**src/rtl/vram_write_scheduler_pkg.sv**
```systemverilog
// Shared definitions for the VRAM write scheduler: FSM state encodings,
// default widths and the opcode the CPU pixel write is decoded from.
package vram_write_scheduler_pkg;

  localparam int VWS_COORD_W = 8;
  localparam int VWS_COLOR_W = 3;

  // Opcode of the MiniAlu instruction that produces a CPU pixel write
  localparam logic [7:0] VWS_VGA_OPCODE = 8'h0A;

  typedef enum logic [1:0] {
    VWS_IDLE  = 2'd0,
    VWS_FILL  = 2'd1,
    VWS_CLEAR = 2'd2
  } vws_state_t;

endpackage

```
**src/rtl/vram_write_scheduler_if.sv**
```systemverilog
// Bus between the execute stage and the VRAM write scheduler: CPU pixel
// writes, fill requests, fill status and the video RAM write port.
interface vram_write_scheduler_if #(
  parameter int COORD_W = vram_write_scheduler_pkg::VWS_COORD_W,
  parameter int COLOR_W = vram_write_scheduler_pkg::VWS_COLOR_W
);
  logic                   cpu_we;
  logic [COORD_W-1:0]     cpu_x;
  logic [COORD_W-1:0]     cpu_y;
  logic [COLOR_W-1:0]     cpu_color;
  logic                   fill_start;
  logic [COORD_W-1:0]     fill_x0;
  logic [COORD_W-1:0]     fill_y0;
  logic [COORD_W-1:0]     fill_w;
  logic [COORD_W-1:0]     fill_h;
  logic [COLOR_W-1:0]     fill_color;
  logic                   fill_busy;
  logic                   fill_done;
  logic                   vram_we;
  logic [2*COORD_W-1:0]   vram_addr;
  logic [COLOR_W-1:0]     vram_data;

  modport master (
    output cpu_we, cpu_x, cpu_y, cpu_color,
    output fill_start, fill_x0, fill_y0, fill_w, fill_h, fill_color,
    input  fill_busy, fill_done, vram_we, vram_addr, vram_data
  );

  modport slave (
    input  cpu_we, cpu_x, cpu_y, cpu_color,
    input  fill_start, fill_x0, fill_y0, fill_w, fill_h, fill_color,
    output fill_busy, fill_done, vram_we, vram_addr, vram_data
  );
endinterface

```
**src/rtl/vram_write_scheduler_rect_scan_counter.sv**
```systemverilog
// Nested column/row scan counter. Position outputs reflect a load in the
// same cycle, so a step issued together with the load consumes the origin.
module rect_scan_counter #(
  parameter int               COORD_W = 8,
  parameter int               EXT_W   = COORD_W + 1,
  parameter logic [EXT_W-1:0] RESET_W = '0,
  parameter logic [EXT_W-1:0] RESET_H = '0
) (
  input  logic               Clock,
  input  logic               Reset,
  input  logic               load,
  input  logic               step,
  input  logic [COORD_W-1:0] load_x0,
  input  logic [COORD_W-1:0] load_y0,
  input  logic [EXT_W-1:0]   load_w,
  input  logic [EXT_W-1:0]   load_h,
  output logic [COORD_W-1:0] x,
  output logic [COORD_W-1:0] y,
  output logic               last
);

  logic [COORD_W-1:0] x0_reg, x_reg, y_reg;
  logic [EXT_W-1:0]   w_reg, h_reg, col_reg, row_reg;

  logic [COORD_W-1:0] x0_cur, x_cur, y_cur, x_next, y_next;
  logic [EXT_W-1:0]   w_cur, h_cur, col_cur, row_cur, col_next, row_next;
  logic               col_last;

  always_comb begin
    x0_cur   = load ? load_x0 : x0_reg;
    x_cur    = load ? load_x0 : x_reg;
    y_cur    = load ? load_y0 : y_reg;
    w_cur    = load ? load_w  : w_reg;
    h_cur    = load ? load_h  : h_reg;
    col_cur  = load ? '0      : col_reg;
    row_cur  = load ? '0      : row_reg;
    col_last = (col_cur == w_cur - EXT_W'(1));
    last     = col_last && (row_cur == h_cur - EXT_W'(1));
    x_next   = x_cur;
    y_next   = y_cur;
    col_next = col_cur;
    row_next = row_cur;
    if (step) begin
      if (col_last) begin
        col_next = '0;
        x_next   = x0_cur;
        row_next = row_cur + EXT_W'(1);
        y_next   = y_cur + COORD_W'(1);
      end else begin
        col_next = col_cur + EXT_W'(1);
        x_next   = x_cur + COORD_W'(1);
      end
    end
  end

  assign x = x_cur;
  assign y = y_cur;

  // Reset extents let the power-up clear start without an explicit load
  always_ff @(posedge Clock or posedge Reset) begin
    if (Reset) begin
      x0_reg  <= '0;
      x_reg   <= '0;
      y_reg   <= '0;
      w_reg   <= RESET_W;
      h_reg   <= RESET_H;
      col_reg <= '0;
      row_reg <= '0;
    end else begin
      x0_reg  <= x0_cur;
      x_reg   <= x_next;
      y_reg   <= y_next;
      w_reg   <= w_cur;
      h_reg   <= h_cur;
      col_reg <= col_next;
      row_reg <= row_next;
    end
  end

endmodule

```
**src/rtl/vram_write_scheduler.sv**
```systemverilog
// Arbiter for the video RAM write port: CPU pixel writes always win, the
// rectangle-fill engine stalls around them. VRAM_CLEAR_ON_RESET_EN adds a
// power-up clear of the whole RAM to colour 0.
import vram_write_scheduler_pkg::*;

module vram_write_scheduler #(
  parameter int COORD_W = VWS_COORD_W,
  parameter int COLOR_W = VWS_COLOR_W
) (
  input logic                  Clock,
  input logic                  Reset,
  vram_write_scheduler_if.slave bus
);

  localparam int EXT_W = COORD_W + 1;
`ifdef VRAM_CLEAR_ON_RESET_EN
  localparam logic [EXT_W-1:0] SCAN_RESET_EXTENT = EXT_W'(1) << COORD_W;
  localparam vws_state_t       RESET_STATE       = VWS_CLEAR;
  localparam logic             RESET_BUSY        = 1'b1;
`else
  localparam logic [EXT_W-1:0] SCAN_RESET_EXTENT = '0;
  localparam vws_state_t       RESET_STATE       = VWS_IDLE;
  localparam logic             RESET_BUSY        = 1'b0;
`endif

  vws_state_t           state_reg;
  logic                 fill_busy_reg, fill_done_reg, vram_we_reg;
  logic [2*COORD_W-1:0] vram_addr_reg;
  logic [COLOR_W-1:0]   vram_data_reg, fill_color_reg;

  logic                 fill_accept, extent_nonzero, scan_load, scan_step, scan_last;
  logic [COORD_W-1:0]   scan_x, scan_y;
  logic [2*COORD_W-1:0] pixel_addr;
  logic [COLOR_W-1:0]   pixel_color;

  assign fill_accept    = (state_reg == VWS_IDLE) && bus.fill_start;
  assign extent_nonzero = (|bus.fill_w) && (|bus.fill_h);
  assign scan_load      = fill_accept && extent_nonzero;
  // An accepted start with a free port issues the origin pixel straight away
  assign scan_step      = !bus.cpu_we &&
                          (scan_load || state_reg == VWS_FILL || state_reg == VWS_CLEAR);

  rect_scan_counter #(
    .COORD_W (COORD_W),
    .EXT_W   (EXT_W),
    .RESET_W (SCAN_RESET_EXTENT),
    .RESET_H (SCAN_RESET_EXTENT)
  ) u_scan (
    .Clock   (Clock),
    .Reset   (Reset),
    .load    (scan_load),
    .step    (scan_step),
    .load_x0 (bus.fill_x0),
    .load_y0 (bus.fill_y0),
    .load_w  ({1'b0, bus.fill_w}),
    .load_h  ({1'b0, bus.fill_h}),
    .x       (scan_x),
    .y       (scan_y),
    .last    (scan_last)
  );

  always_comb begin
    pixel_addr  = {scan_x, scan_y};
    pixel_color = scan_load ? bus.fill_color : fill_color_reg;
`ifdef VRAM_CLEAR_ON_RESET_EN
    // Clear runs row-address fastest, so the counter's inner count is y
    if (state_reg == VWS_CLEAR) begin
      pixel_addr  = {scan_y, scan_x};
      pixel_color = '0;
    end
`endif
  end

  always_ff @(posedge Clock or posedge Reset) begin
    if (Reset) begin
      state_reg      <= RESET_STATE;
      fill_busy_reg  <= RESET_BUSY;
      fill_done_reg  <= 1'b0;
      vram_we_reg    <= 1'b0;
      vram_addr_reg  <= '0;
      vram_data_reg  <= '0;
      fill_color_reg <= '0;
    end else begin
      vram_we_reg   <= 1'b0;
      fill_done_reg <= 1'b0;
      if (bus.cpu_we) begin
        vram_we_reg   <= 1'b1;
        vram_addr_reg <= {bus.cpu_x, bus.cpu_y};
        vram_data_reg <= bus.cpu_color;
      end else if (scan_step) begin
        vram_we_reg   <= 1'b1;
        vram_addr_reg <= pixel_addr;
        vram_data_reg <= pixel_color;
      end

      case (state_reg)
        VWS_IDLE: begin
          if (bus.fill_start) begin
            fill_color_reg <= bus.fill_color;
            if (!extent_nonzero) begin
              fill_done_reg <= 1'b1;
            end else if (scan_step && scan_last) begin
              fill_done_reg <= 1'b1;
            end else begin
              state_reg     <= VWS_FILL;
              fill_busy_reg <= 1'b1;
            end
          end
        end
        VWS_FILL: begin
          if (scan_step && scan_last) begin
            state_reg     <= VWS_IDLE;
            fill_busy_reg <= 1'b0;
            fill_done_reg <= 1'b1;
          end
        end
`ifdef VRAM_CLEAR_ON_RESET_EN
        VWS_CLEAR: begin
          if (scan_step && scan_last) begin
            state_reg     <= VWS_IDLE;
            fill_busy_reg <= 1'b0;
          end
        end
`endif
        default: begin
          state_reg     <= VWS_IDLE;
          fill_busy_reg <= 1'b0;
        end
      endcase
    end
  end

  assign bus.fill_busy = fill_busy_reg;
  assign bus.fill_done = fill_done_reg;
  assign bus.vram_we   = vram_we_reg;
  assign bus.vram_addr = vram_addr_reg;
  assign bus.vram_data = vram_data_reg;

endmodule

```
**src/flat_wrapper.sv**
```systemverilog
// flat-port wrapper written by rule: the top's interface ports become plain ports
module vram_write_scheduler_flat 
#(
  parameter int COORD_W = VWS_COORD_W,
  parameter int COLOR_W = VWS_COLOR_W
)
  (Clock, Reset, bus_cpu_we, bus_cpu_x, bus_cpu_y, bus_cpu_color, bus_fill_start, bus_fill_x0, bus_fill_y0, bus_fill_w, bus_fill_h, bus_fill_color, bus_fill_busy, bus_fill_done, bus_vram_we, bus_vram_addr, bus_vram_data);
  vram_write_scheduler_if #(.COORD_W(COORD_W), .COLOR_W(COLOR_W)) bus_i ();
  input logic Clock;
  input logic Reset;
  input wire logic [$bits(bus_i.cpu_we)-1:0] bus_cpu_we;
  input wire logic [$bits(bus_i.cpu_x)-1:0] bus_cpu_x;
  input wire logic [$bits(bus_i.cpu_y)-1:0] bus_cpu_y;
  input wire logic [$bits(bus_i.cpu_color)-1:0] bus_cpu_color;
  input wire logic [$bits(bus_i.fill_start)-1:0] bus_fill_start;
  input wire logic [$bits(bus_i.fill_x0)-1:0] bus_fill_x0;
  input wire logic [$bits(bus_i.fill_y0)-1:0] bus_fill_y0;
  input wire logic [$bits(bus_i.fill_w)-1:0] bus_fill_w;
  input wire logic [$bits(bus_i.fill_h)-1:0] bus_fill_h;
  input wire logic [$bits(bus_i.fill_color)-1:0] bus_fill_color;
  output wire logic [$bits(bus_i.fill_busy)-1:0] bus_fill_busy;
  output wire logic [$bits(bus_i.fill_done)-1:0] bus_fill_done;
  output wire logic [$bits(bus_i.vram_we)-1:0] bus_vram_we;
  output wire logic [$bits(bus_i.vram_addr)-1:0] bus_vram_addr;
  output wire logic [$bits(bus_i.vram_data)-1:0] bus_vram_data;
  assign bus_i.cpu_we = bus_cpu_we;
  assign bus_i.cpu_x = bus_cpu_x;
  assign bus_i.cpu_y = bus_cpu_y;
  assign bus_i.cpu_color = bus_cpu_color;
  assign bus_i.fill_start = bus_fill_start;
  assign bus_i.fill_x0 = bus_fill_x0;
  assign bus_i.fill_y0 = bus_fill_y0;
  assign bus_i.fill_w = bus_fill_w;
  assign bus_i.fill_h = bus_fill_h;
  assign bus_i.fill_color = bus_fill_color;
  assign bus_fill_busy = bus_i.fill_busy;
  assign bus_fill_done = bus_i.fill_done;
  assign bus_vram_we = bus_i.vram_we;
  assign bus_vram_addr = bus_i.vram_addr;
  assign bus_vram_data = bus_i.vram_data;
  vram_write_scheduler #(.COORD_W(COORD_W), .COLOR_W(COLOR_W)) u_core (.Clock(Clock), .Reset(Reset), .bus(bus_i));
endmodule
```
**config.mk**
```make
export PLATFORM = sky130hd
export DESIGN_NAME = vram_write_scheduler_flat
export DESIGN_NICKNAME = d
export VERILOG_FILES = /design/src/rtl/vram_write_scheduler_pkg.sv /design/src/rtl/vram_write_scheduler_if.sv /design/src/rtl/vram_write_scheduler_rect_scan_counter.sv /design/src/rtl/vram_write_scheduler.sv /design/src/flat_wrapper.sv
export SDC_FILE = /design/constraint.sdc
export NUM_CORES = 1
export LEC_CHECK = 0
export ABC_CLOCK_PERIOD_IN_PS = 5160
export CAP_MARGIN = 40
export CORE_ASPECT_RATIO = 1.5
export CORE_MARGIN = 3
export CORE_UTILIZATION = 60
export CTS_BUF_LIST = sky130_fd_sc_hd__clkbuf_4 sky130_fd_sc_hd__clkbuf_8
export DETAILED_ROUTE_END_ITERATION = 7
export DONT_BUFFER_PORTS = 1
export PLACE_DENSITY = 0.88
export SLEW_MARGIN = 5
export SYNTH_ARGS = -nofsm -noshare
export SYNTH_HDL_FRONTEND = slang
export SYNTH_SLANG_ARGS = --single-unit
```
**constraint.sdc**
```tcl
create_clock -name Clock -period 5.16 [get_ports Clock]
set_input_delay 0.516 -clock Clock [delete_from_list [all_inputs] [get_ports Clock]]
set_output_delay 0.516 -clock Clock [all_outputs]
set_load 0.005 [all_outputs]
```
## Yosys cells after proc, flatten, opt, wreduce, memory -nomap -nowiden

Index checks and enable logic that the tools add are counted.

- Register bits: 87
- Logic and storage cells: 79

- Add/subtract/negate cells: 6
- Eq/ne operators: 8
- Mux-type cells: 36
- Reduce and logical (&&, ||, !) cells: 15

Operators by type and width:

| cell | number |
|---|---|
| 2-to-1 mux 9 bit | 8 |
| 2-to-1 mux 8 bit | 7 |
| 2-to-1 mux 16 bit | 2 |
| adder 9 x 1 -> 9 bit (second input constant) | 2 |
| == test 9 bit | 2 |
| subtractor 9 x 1 -> 9 bit (second input constant) | 2 |
| adder 8 x 1 -> 8 bit (second input constant) | 2 |
| OR reduction 8 bit | 2 |
| 2-to-1 mux 1 bit | 9 |
| 2-to-1 mux 3 bit | 3 |
| 2-to-1 mux 2 bit | 4 |
| logical AND 1 bit | 6 |
| inequality test 2 bit (second input constant) | 3 |
| one-hot mux 1 bit (2 select lines) | 2 |
| one-hot mux 2 bit (2 select lines) | 1 |
| AND reduction 4 bit | 1 |
| == test 2 x 1 -> 1 bit (second input constant) | 1 |
| == test 2 bit (second input constant) | 1 |
| zero test 2 bit | 1 |
| logical OR 1 bit | 2 |
| inequality test 2 x 1 -> 1 bit (second input constant) | 1 |
| AND reduction 2 bit | 1 |
| nonzero test 2 bit | 1 |
| zero test 1 bit | 1 |

## Depth between registers and ports, before layout

Gate-level depths: netlist of the first run.

- Word-level depth: 12
- Depth in mapped cells: 18
- Mapped depth without buffers: 13

## Modules after synthesis

A second synthesis of the first run with hierarchy kept.

- Cells, all modules: 606
- Area total of the unflattened synthesis: 5352.6 µm²

Modules (own cells, without submodules):

| module | instances | cells each | area each (µm²) |
|---|---|---|---|
| rect_scan_counter | 1 | 404 | 3661.0 |
| vram_write_scheduler | 1 | 202 | 1691.6 |

## Worst setup path after synthesis of the first run

OpenSTA, ideal clock, no wires.

- Path type: in2reg
- Start point: input port bus_fill_start
- End point: register u_core.state_reg[0]
- Library setup time: 139 ps
- Arrival: 4305 ps
- Data required time: 5021 ps
- Setup slack: 717 ps
- Stages on the path: 16
- Cell sequence: nor2b_1 -> o21ai_1 -> nor2_1 -> buf_2 -> clkbuf_1 -> clkbuf_1 -> mux2i_1 -> ha_1 -> nand2b_1 -> nor2_1 -> xor2_1 -> mux2i_1 -> o311a_1 -> or3_1 -> or4_1 -> nor2b_1

- Cells in the longest elaborated chain, start to end: 9

Ends and longest elaborated chain:

| item | line | text |
|---|---|---|
| from (decl) | flat_wrapper.sv:15 | `input wire logic [$bits(bus_i.fill_start)-1:0] bus_fill_start;` |
| logical AND 1 bit | vram_write_scheduler.sv:36 | `assign fill_accept = (state_reg == VWS_IDLE) && bus.fill_start;` |
| logical AND 1 bit | vram_write_scheduler.sv:38 | `assign scan_load = fill_accept && extent_nonzero;` |
| 2-to-1 mux 9 bit (on tied branches) | vram_write_scheduler_rect_scan_counter.sv:33, vram_write_scheduler_rect_scan_counter.sv:34 |  |
| subtractor 9 x 1 -> 9 bit (on tied branches) | vram_write_scheduler_rect_scan_counter.sv:37, vram_write_scheduler_rect_scan_counter.sv:38 |  |
| == test 9 bit (on tied branches) | vram_write_scheduler_rect_scan_counter.sv:37, vram_write_scheduler_rect_scan_counter.sv:38 |  |
| logical AND 1 bit | vram_write_scheduler_rect_scan_counter.sv:38 | `last = col_last && (row_cur == h_cur - EXT_W'(1));` |
| logical AND 1 bit | vram_write_scheduler.sv:102, vram_write_scheduler.sv:111 |  |
| inequality test 2 bit (no line) | - |  |
| AND reduction 4 bit (no line) (*) | - |  |
| to (signal assigned) | vram_write_scheduler.sv:105 | `state_reg <= VWS_FILL;` |
| to (signal assigned) | vram_write_scheduler.sv:112 | `state_reg <= VWS_IDLE;` |
| to (signal assigned) | vram_write_scheduler.sv:126 | `state_reg <= VWS_IDLE;` |
| to (decl) | vram_write_scheduler.sv:26 | `vws_state_t state_reg;` |

Every way passes the cells marked *; elsewhere a longest branch is shown, timed or not.
A chain may end at the register's enable or synchronous reset.

## Final worst setup path of the first run

- Start point: input port bus_fill_w[2]
- End point: register u_core.u_scan.y_reg[1]

- Cells in the longest elaborated chain, start to end: 8

Ends and longest elaborated chain:

| item | line | text |
|---|---|---|
| from (decl) | flat_wrapper.sv:18 | `input wire logic [$bits(bus_i.fill_w)-1:0] bus_fill_w;` |
| OR reduction 8 bit | vram_write_scheduler.sv:37 | `assign extent_nonzero = (\|bus.fill_w) && (\|bus.fill_h);` |
| logical AND 1 bit | vram_write_scheduler.sv:37 |  |
| logical AND 1 bit | vram_write_scheduler.sv:38 |  |
| 2-to-1 mux 9 bit | vram_write_scheduler_rect_scan_counter.sv:33 | `w_cur = load ? load_w : w_reg;` |
| subtractor 9 x 1 -> 9 bit | vram_write_scheduler_rect_scan_counter.sv:37 | `col_last = (col_cur == w_cur - EXT_W'(1));` |
| == test 9 bit | vram_write_scheduler_rect_scan_counter.sv:37 |  |
| 2-to-1 mux 8 bit | vram_write_scheduler_rect_scan_counter.sv:44 | `if (col_last) begin` |
| 2-to-1 mux 8 bit (*) | vram_write_scheduler_rect_scan_counter.sv:43 | `if (step) begin` |
| named net u_core.u_scan.y_next[1] | vram_write_scheduler_rect_scan_counter.sv:25 | `logic [COORD_W-1:0] x0_cur, x_cur, y_cur, x_next, y_next;` |
| to (signal assigned) | vram_write_scheduler_rect_scan_counter.sv:72 | `y_reg <= y_next;` |
| to (decl) | vram_write_scheduler_rect_scan_counter.sv:22 | `logic [COORD_W-1:0] x0_reg, x_reg, y_reg;` |

Mark *: on every way through the listed nets, which the timed path passes. The rest lies on a longest branch.

==> results.sh, run 1 <==
export IMPL_layout_nets=593
export IMPL_drive_gt1_frac=0.0919
export IMPL_place_ws_ns=0.697
export IMPL_detail_route_drc_violations=0
export IMPL_clk_latency_ns=0.36
export IMPL_row_count=39
export IMPL_async_reset_ff_frac=1.00
export IMPL_max_freq_mhz=243
export IMPL_io_buffers=0
export IMPL_placed_area_um2=4980
export IMPL_seqCellArea_um2=2130
export IMPL_synthFlopType="dfrtp_1"
export IMPL_fp_coreArea_um2=7760
export IMPL_clk_pin_slew_ns=0.08
export IMPL_multi_input_area_um2=2570
export IMPL_finalSetupViolCount=0
export IMPL_drt_total_wl_um=11100
export IMPL_die_area_um2=9220
export IMPL_synthesis_nets=600
export IMPL_clock_root_buffer="clkbuf_8"
export IMPL_start_util=0.625
export IMPL_period_minus_slack_ns=4.11
export IMPL_tns_ns=0
export IMPL_worstMarginPinSlew_ns=0.848
export IMPL_drtIter0Drc=217
export IMPL_path_class="input pin to flop"
export IMPL_hold_class="input pin to asynchronous set/reset pin"
export IMPL_yosysWarningCount=0
export IMPL_slew_headroom=0.431
export IMPL_crit_path_max_fanout=13
export IMPL_path_cells="or4_1, nor3_1, nor2_4, mux2i_1, ha_1, nand2b_1, nor2_1, xor2_1, mux2i_1, o311a_1, nor3_2, nand2_1, mux2_2"
export IMPL_crit_path_top_delay_cell="nor3_2"
export IMPL_gp_congestion=0.883
export IMPL_critPathTopFamily="simple AND/OR/NAND/NOR gates"
export IMPL_num_vias=3926
export IMPL_rsz0062_at_grt="false"
export IMPL_cts_tree="built"
export IMPL_endpoint_kind="flop"
export IMPL_grt_pass1_vias=3944
export IMPL_cpMostUsedCell="mux2i_1"
export IMPL_power_mw=1.83
export IMPL_synth_seq_cells=85
export IMPL_period_share=0.796
export IMPL_arrival_ns=4.36
export IMPL_cts_resized=0
export IMPL_fin_skew_ns=0.00451
export IMPL_firstDrtPassIters=4
export IMPL_yosysTopAreaCell="dfrtp_1"
export IMPL_synth_top_cells_by_area="dfrtp_1 (44%), nand2_1 (8.7%), mux2i_1 (6.2%), xnor2_1 (4.2%), mux2_2 (3.3%)"
export IMPL_synth_top_cell_area_share=0.439
export IMPL_cts_buffers_inserted=9
export IMPL_powerDensity_nw_per_um2=356
export IMPL_ioPinCount=80
export IMPL_yosysUniqueCellTypes=55
export IMPL_n_fill_cell=614
export IMPL_final_area_um2=5150
export IMPL_syn_inst=536
export IMPL_die_x_um=79.4
export IMPL_crit_required_ns=5.41
export IMPL_antenna_cells=0
export IMPL_wire_per_inst_um=17.4
export IMPL_worst_slack_ns=1.05
export IMPL_p_leak_nw=2.35
export IMPL_ys_seq_area_frac=0.439
export IMPL_ir_worst_vdd_v=0.000273
export IMPL_hpwlAfterDp_um=8020
export IMPL_avgSynthCellArea_um2=9.05
export IMPL_syn2layout_area_growth_pct=6.32
export IMPL_gr_usage_all_layers=0.249
export IMPL_syn_area_um2=4850
export IMPL_die_h_um=116
export IMPL_antenna_found_initial=0
export IMPL_ant_nets=0
export IMPL_cp_num_buf_inv=0
export IMPL_via_per_inst=6.18
export IMPL_clockBufferDepth=2
export IMPL_slowest_delay_ns=0.70
export IMPL_cts_num_sinks=85
export IMPL_postCtsSetupBuffers=0
export IMPL_holdBufCountCts=0
export IMPL_hold_violations=0
export IMPL_overflow=0
export IMPL_largest_reg_flops=16
export IMPL_grt_max_degree=57
export IMPL_outcome="complete, no violations"
export IMPL_htreeDepth=3
export IMPL_finalMaxSlewViolations=0
export IMPL_cap_violations=0
export IMPL_worstSetupStartpointType="input pin"
export IMPL_hold_ws_ns=0.0968
export IMPL_synth_edf_count=0
export IMPL_grt_pass1_wl_um=18000
area by class of cell:
type | count | area share
timing repair buffer | 8 | 0.0180
clock inverter | 2 | 0.00194
tap | 102 | 0.0248
multi-input combinational | 408 | 0.499
clock buffer | 13 | 0.0311
inverter | 17 | 0.0126
sequential | 85 | 0.413
logic make-up after synthesis:
logic type,share of synthesized area
and+or+nand+nor,0.231
xor gates and xnor gates,0.0741
adders and majority gates,0.0155
AOI/OAI and AO/OA,0.111
buffers and inverters,0.0351
DFF,0.439
muxes,0.0945
routing by layer:
layer / GRT usage / part of all wire / up-vias
li1: - / - / 1845
met1: 0.294 / 0.40 / 1910
met2: 0.432 / 0.51 / 154
met3: 0.0687 / 0.075 / 17
met4: 0.0963 / 0.016 / 0
met5: 0 / 0 / -
Yosys cell counts (all sizes together), types with 2 or more instances:
| master | count |
|---|---|
| a211o | 2 |
| a21boi | 3 |
| a21o | 4 |
| a21oi | 18 |
| a22oi | 4 |
| a31oi | 2 |
| and2 | 6 |
| and3 | 6 |
| and4 | 5 |
| buf | 6 |
| clkbuf | 20 |
| dfrtp | 85 |
| ha | 6 |
| inv | 17 |
| mux2 | 14 |
| mux2i | 30 |
| nand2 | 114 |
| nand2b | 10 |
| nand3 | 19 |
| nand3b | 2 |
| nand4 | 10 |
| nor2 | 25 |
| nor2b | 2 |
| nor3 | 13 |
| nor4 | 4 |
| o21ai | 32 |
| o311ai | 2 |
| o31ai | 4 |
| o32ai | 3 |
| or3 | 5 |
| or4 | 9 |
| xnor2 | 23 |
| xor2 | 18 |
through the flow:
step / cells / util
2_1_floorplan: 536 / -
3_3_place_gp: 618 / 0.636
3_5_place_dp: 620 / 0.642
4_1_cts: 635 / 0.664
5_1_grt: 635 / 0.664
6_report: 635 / 0.664
layout by cell type, fill, tap and decap left out, drive strengths merged, types with 3 or more instances in the layout:
cell,count
a21oi,18
or3,5
buf,8
o21ai,32
xnor2,23
ha,6
xor2,18
a21boi,3
nand2,114
mux2,14
a21o,4
nand3,19
clkinv,3
nand4,10
nor4,4
or4,9
o32ai,3
and4,5
inv,16
mux2i,30
nor3,13
dfrtp,85
clkbuf,13
a22oi,4
and2,6
o31ai,4
nand2b,10
and3,6
nor2,25
power by group:
group	switching, mW	leakage [nW]	internal [mW]
clock	0.228	0.0935	0.200
combinational	0.291	1.19	0.224
sequential	0.100	1.06	0.791
path summary, 6_finish.rpt:
| kind | startpoint | endpoint | slack [ns] | depth (start not counted) |
|---|---|---|---|---|
| max | bus_fill_w[2] | u_core.u_scan.y_reg[1]$_DFF_PP0_ | 1.05 | 13 |
| min | Reset | u_core.bus.vram_addr[13]$_DFFE_PP0P_ | 0.1 | 2 |
| max reg2reg | u_core.state_reg[0]$_DFFE_PP0P_ | u_core.u_scan.y_reg[1]$_DFF_PP0_ | 1.20 | 13 |
| min reg2reg | u_core.u_scan.x0_reg[0]$_DFF_PP0_ | u_core.u_scan.x0_reg[0]$_DFF_PP0_ | 0.49 | 2 |
| max in group asynchronous | Reset | u_core.state_reg[0]$_DFFE_PP0P_ | 4.47 | 3 |
| min in group Clock | bus_cpu_we | u_core.bus.vram_addr[0]$_DFFE_PP0P_ | 0.26 | 1 |
No activity file was read; power rests on OpenSTA's default activity.
==> run 2: changes to the inputs <==
Settings changed: ABC_CLOCK_PERIOD_IN_PS 5160 to 3300, PLACE_DENSITY 0.88 to 0.91.
Clock period 5.16 ns to 3.3 ns, I/O delays scaled along.
==> run 2 against run 1 <==
Compared with the run above: the run now ends with setup timing left; clock skew rose by 0.0046 ns; largest cell class unchanged; critical endpoint is now u_core.state_reg[0]$_DFFE_PP0P_; first-iteration DRC count rose by 21%; final area rose by 8.3%; sequential power rose by 56%; register-to-register slack got worse by 1.2 ns; core utilization rose by 5.5 points; via count rose by 3.6%.
==> results.sh, run 2 (same netlist as run 1, synthesis figures left out) <==
export IMPL_antenna_cells=0
export IMPL_cp_num_buf_inv=0
export IMPL_largest_reg_flops=16
export IMPL_ant_nets=0
export IMPL_start_util=0.625
export IMPL_period_minus_slack_ns=3.31
export IMPL_hold_violations=0
export IMPL_hold_depth=1
export IMPL_grt_pass1_vias=4269
export IMPL_outcome="complete, but fails checks"
export IMPL_fin_skew_ns=0.00915
export IMPL_reg2reg_depth=13
export IMPL_hold_class="input pin to flop"
export IMPL_cts_tree="built"
export IMPL_crit_path_top_delay_cell="or4_4"
export IMPL_antenna_found_initial=0
export IMPL_p_seq_frac=0.445
export IMPL_p_leak_nw=2.56
export IMPL_worst_slack_ns=-0.00948
export IMPL_endpoint_kind="flop"
export IMPL_slowest_delay_ns=0.43
export IMPL_clk_latency_ns=0.36
export IMPL_row_count=39
export IMPL_crit_path_max_fanout=4
export IMPL_place_ws_ns=-0.299
export IMPL_finalMaxSlewViolations=0
export IMPL_die_h_um=116
export IMPL_comb_power_share=0.289
export IMPL_worstSetupStartpointType="flop"
export IMPL_syn2layout_area_growth_pct=15.1
export IMPL_pwr_share_clk=0.266
export IMPL_ioPinCount=80
export IMPL_layout_commonest_cell="nand2_1"
export IMPL_crit_required_ns=3.54
export IMPL_max_freq_mhz=302
export IMPL_htreeDepth=3
export IMPL_period_share=1.00
export IMPL_gp_congestion=0.906
export IMPL_slew_headroom=0.433
export IMPL_clockBufferDepth=2
export IMPL_die_area_um2=9220
export IMPL_drive_gt1_frac=0.187
export IMPL_num_vias=4068
export IMPL_fp_coreArea_um2=7760
export IMPL_drtIter0Drc=262
export IMPL_worstMarginPinSlew_ns=0.844
export IMPL_clk_pin_slew_ns=0.08
export IMPL_finalSetupViolCount=2
export IMPL_grt_max_degree=42
export IMPL_wl_met2_um=6170
export IMPL_via_per_inst=6.08
export IMPL_cts_buffers_inserted=9
export IMPL_overflow=0
export IMPL_route_met3_wl_um=690
export IMPL_violations="setup timing"
export IMPL_cts_num_sinks=85
export IMPL_rsz0062_at_grt="true"
export IMPL_arrival_ns=3.55
export IMPL_die_x_um=79.4
export IMPL_path_class="flop to flop"
export IMPL_powerDensity_nw_per_um2=561
export IMPL_power_mw=3.13
export IMPL_critPathTopFamily="simple AND/OR/NAND/NOR gates"
export IMPL_internal_power_mw=2.12
export IMPL_io_buffers=0
export IMPL_n_fill_cell=568
export IMPL_wire_per_inst_um=17.8
export IMPL_path_cells="nor2b_4, o21ai_4, nor2_4, mux2i_2, ha_2, nand2b_1, nor2_2, xor2_1, mux2i_1, o311a_1, or3_4, or4_4, nor2b_1"
export IMPL_clock_root_buffer="clkbuf_8"
export IMPL_grt_pass1_wl_um=19400
export IMPL_ir_worst_vdd_v=0.000426
export IMPL_mostFrequentLayoutCells="nand2_1 (113), dfrtp_1 (85), buf_4 (38)"
export IMPL_gr_usage_all_layers=0.271
export IMPL_hpwlAfterDp_um=8690
export IMPL_power_switching_mw=1.01
export IMPL_layout_nets=626
export IMPL_firstDrtPassIters=5
export IMPL_wirelength_met1_um=4680
export IMPL_routed_top_layer="met4"
export IMPL_cp_depth=13
export IMPL_p_sw_frac=0.323
export IMPL_drt_total_wl_um=11900
export IMPL_cap_violations=0
export IMPL_detail_route_drc_violations=0
==> run 2: cell types whose count changed in the layout (fill, tap and decap cells not counted), moves of 4 or more <==
cell	change
a21oi_1	-4
a21oi_2	+4
buf_4	+32
or4_1	-4
or4_4	+4
==> run 2: layout make-up <==
class,count,area [um2],share of cell area
multi-input cells,408,2700,0.483
flip-flops and latches,85,2130,0.381
repair buffers,41,335,0.0601
clock buffers,12,159,0.0285
well taps,102,128,0.0229
clock inverters,4,70.1,0.0126
inverters,17,65.1,0.0117
==> run 2: power by group through the flow <==
stage | Sequential (mW) | Clock (mW) | Combinational [mW]
finish | 1.39 | 0.832 | 0.907
global route | 1.42 | 0.896 | 1.01
CTS | 1.39 | 0.852 | 0.876
detailed placement | 1.41 | 0 | 0.868
global placement | 1.40 | 0 | 0.809
floorplan | 1.35 | 0 | 0.677
==> run 2: stage by stage <==
stage	util	instance area, um2	std cells	hold WS (ns)	TNS (ns)
final	0.719	5580	669	0.0694	-0.0101
after global routing	0.719	5580	669	0.0523	-1.66
after CTS	0.707	5490	663	0.0460	0
after detailed placement	0.676	5250	646	0.272	-5.30
after global placement	0.676	5250	646	0.263	-0.303
after floorplan	-	5000	536	0.435	-9.62
==> run 2: layer usage <==
layer | vias up | track usage
li1 | 1914 | -
met1 | 1980 | 0.315
met2 | 139 | 0.470
met3 | 35 | 0.0664
met4 | 0 | 0.125
met5 | - | 0
==> run 2: worst register-to-register path, stage by stage, from the launching register on <==
cell      delay (ns)
dfrtp_1         0.41
nor2b_4         0.15
o21ai_4         0.08
nor2_4          0.18
mux2i_2         0.28
ha_2            0.24
nand2b_1        0.08
nor2_2          0.13
xor2_1          0.16
mux2i_1         0.11
o311a_1         0.41
or3_4           0.37
or4_4           0.43
nor2b_1         0.15
==> run 2: worst paths after layout <==
kind                                                   start                                   to  slack (ns)
min reg2reg                u_core.u_scan.x0_reg[3]$_DFF_PP0_    u_core.u_scan.x0_reg[3]$_DFF_PP0_        0.49
max reg2reg                  u_core.state_reg[0]$_DFFE_PP0P_      u_core.state_reg[0]$_DFFE_PP0P_      -0.009
max in group asynchronous                              Reset     u_core.u_scan.y_reg[3]$_DFF_PP0_        2.04
max                          u_core.state_reg[0]$_DFFE_PP0P_      u_core.state_reg[0]$_DFFE_PP0P_      -0.009
min in group asynchronous                              Reset     u_core.u_scan.w_reg[3]$_DFF_PP0_        0.46
min                                               bus_cpu_we  u_core.bus.vram_addr[7]$_DFFE_PP0P_        0.07
==> run 2: repair_timing <==
item / CTS / global route
endpoints found under the hold margin: 29 / 0
hold buffers: 1 / 0
endpoints found under the setup margin: 0 / 18
setup buffers: 0 / 6
gates resized for setup: 0 / 12
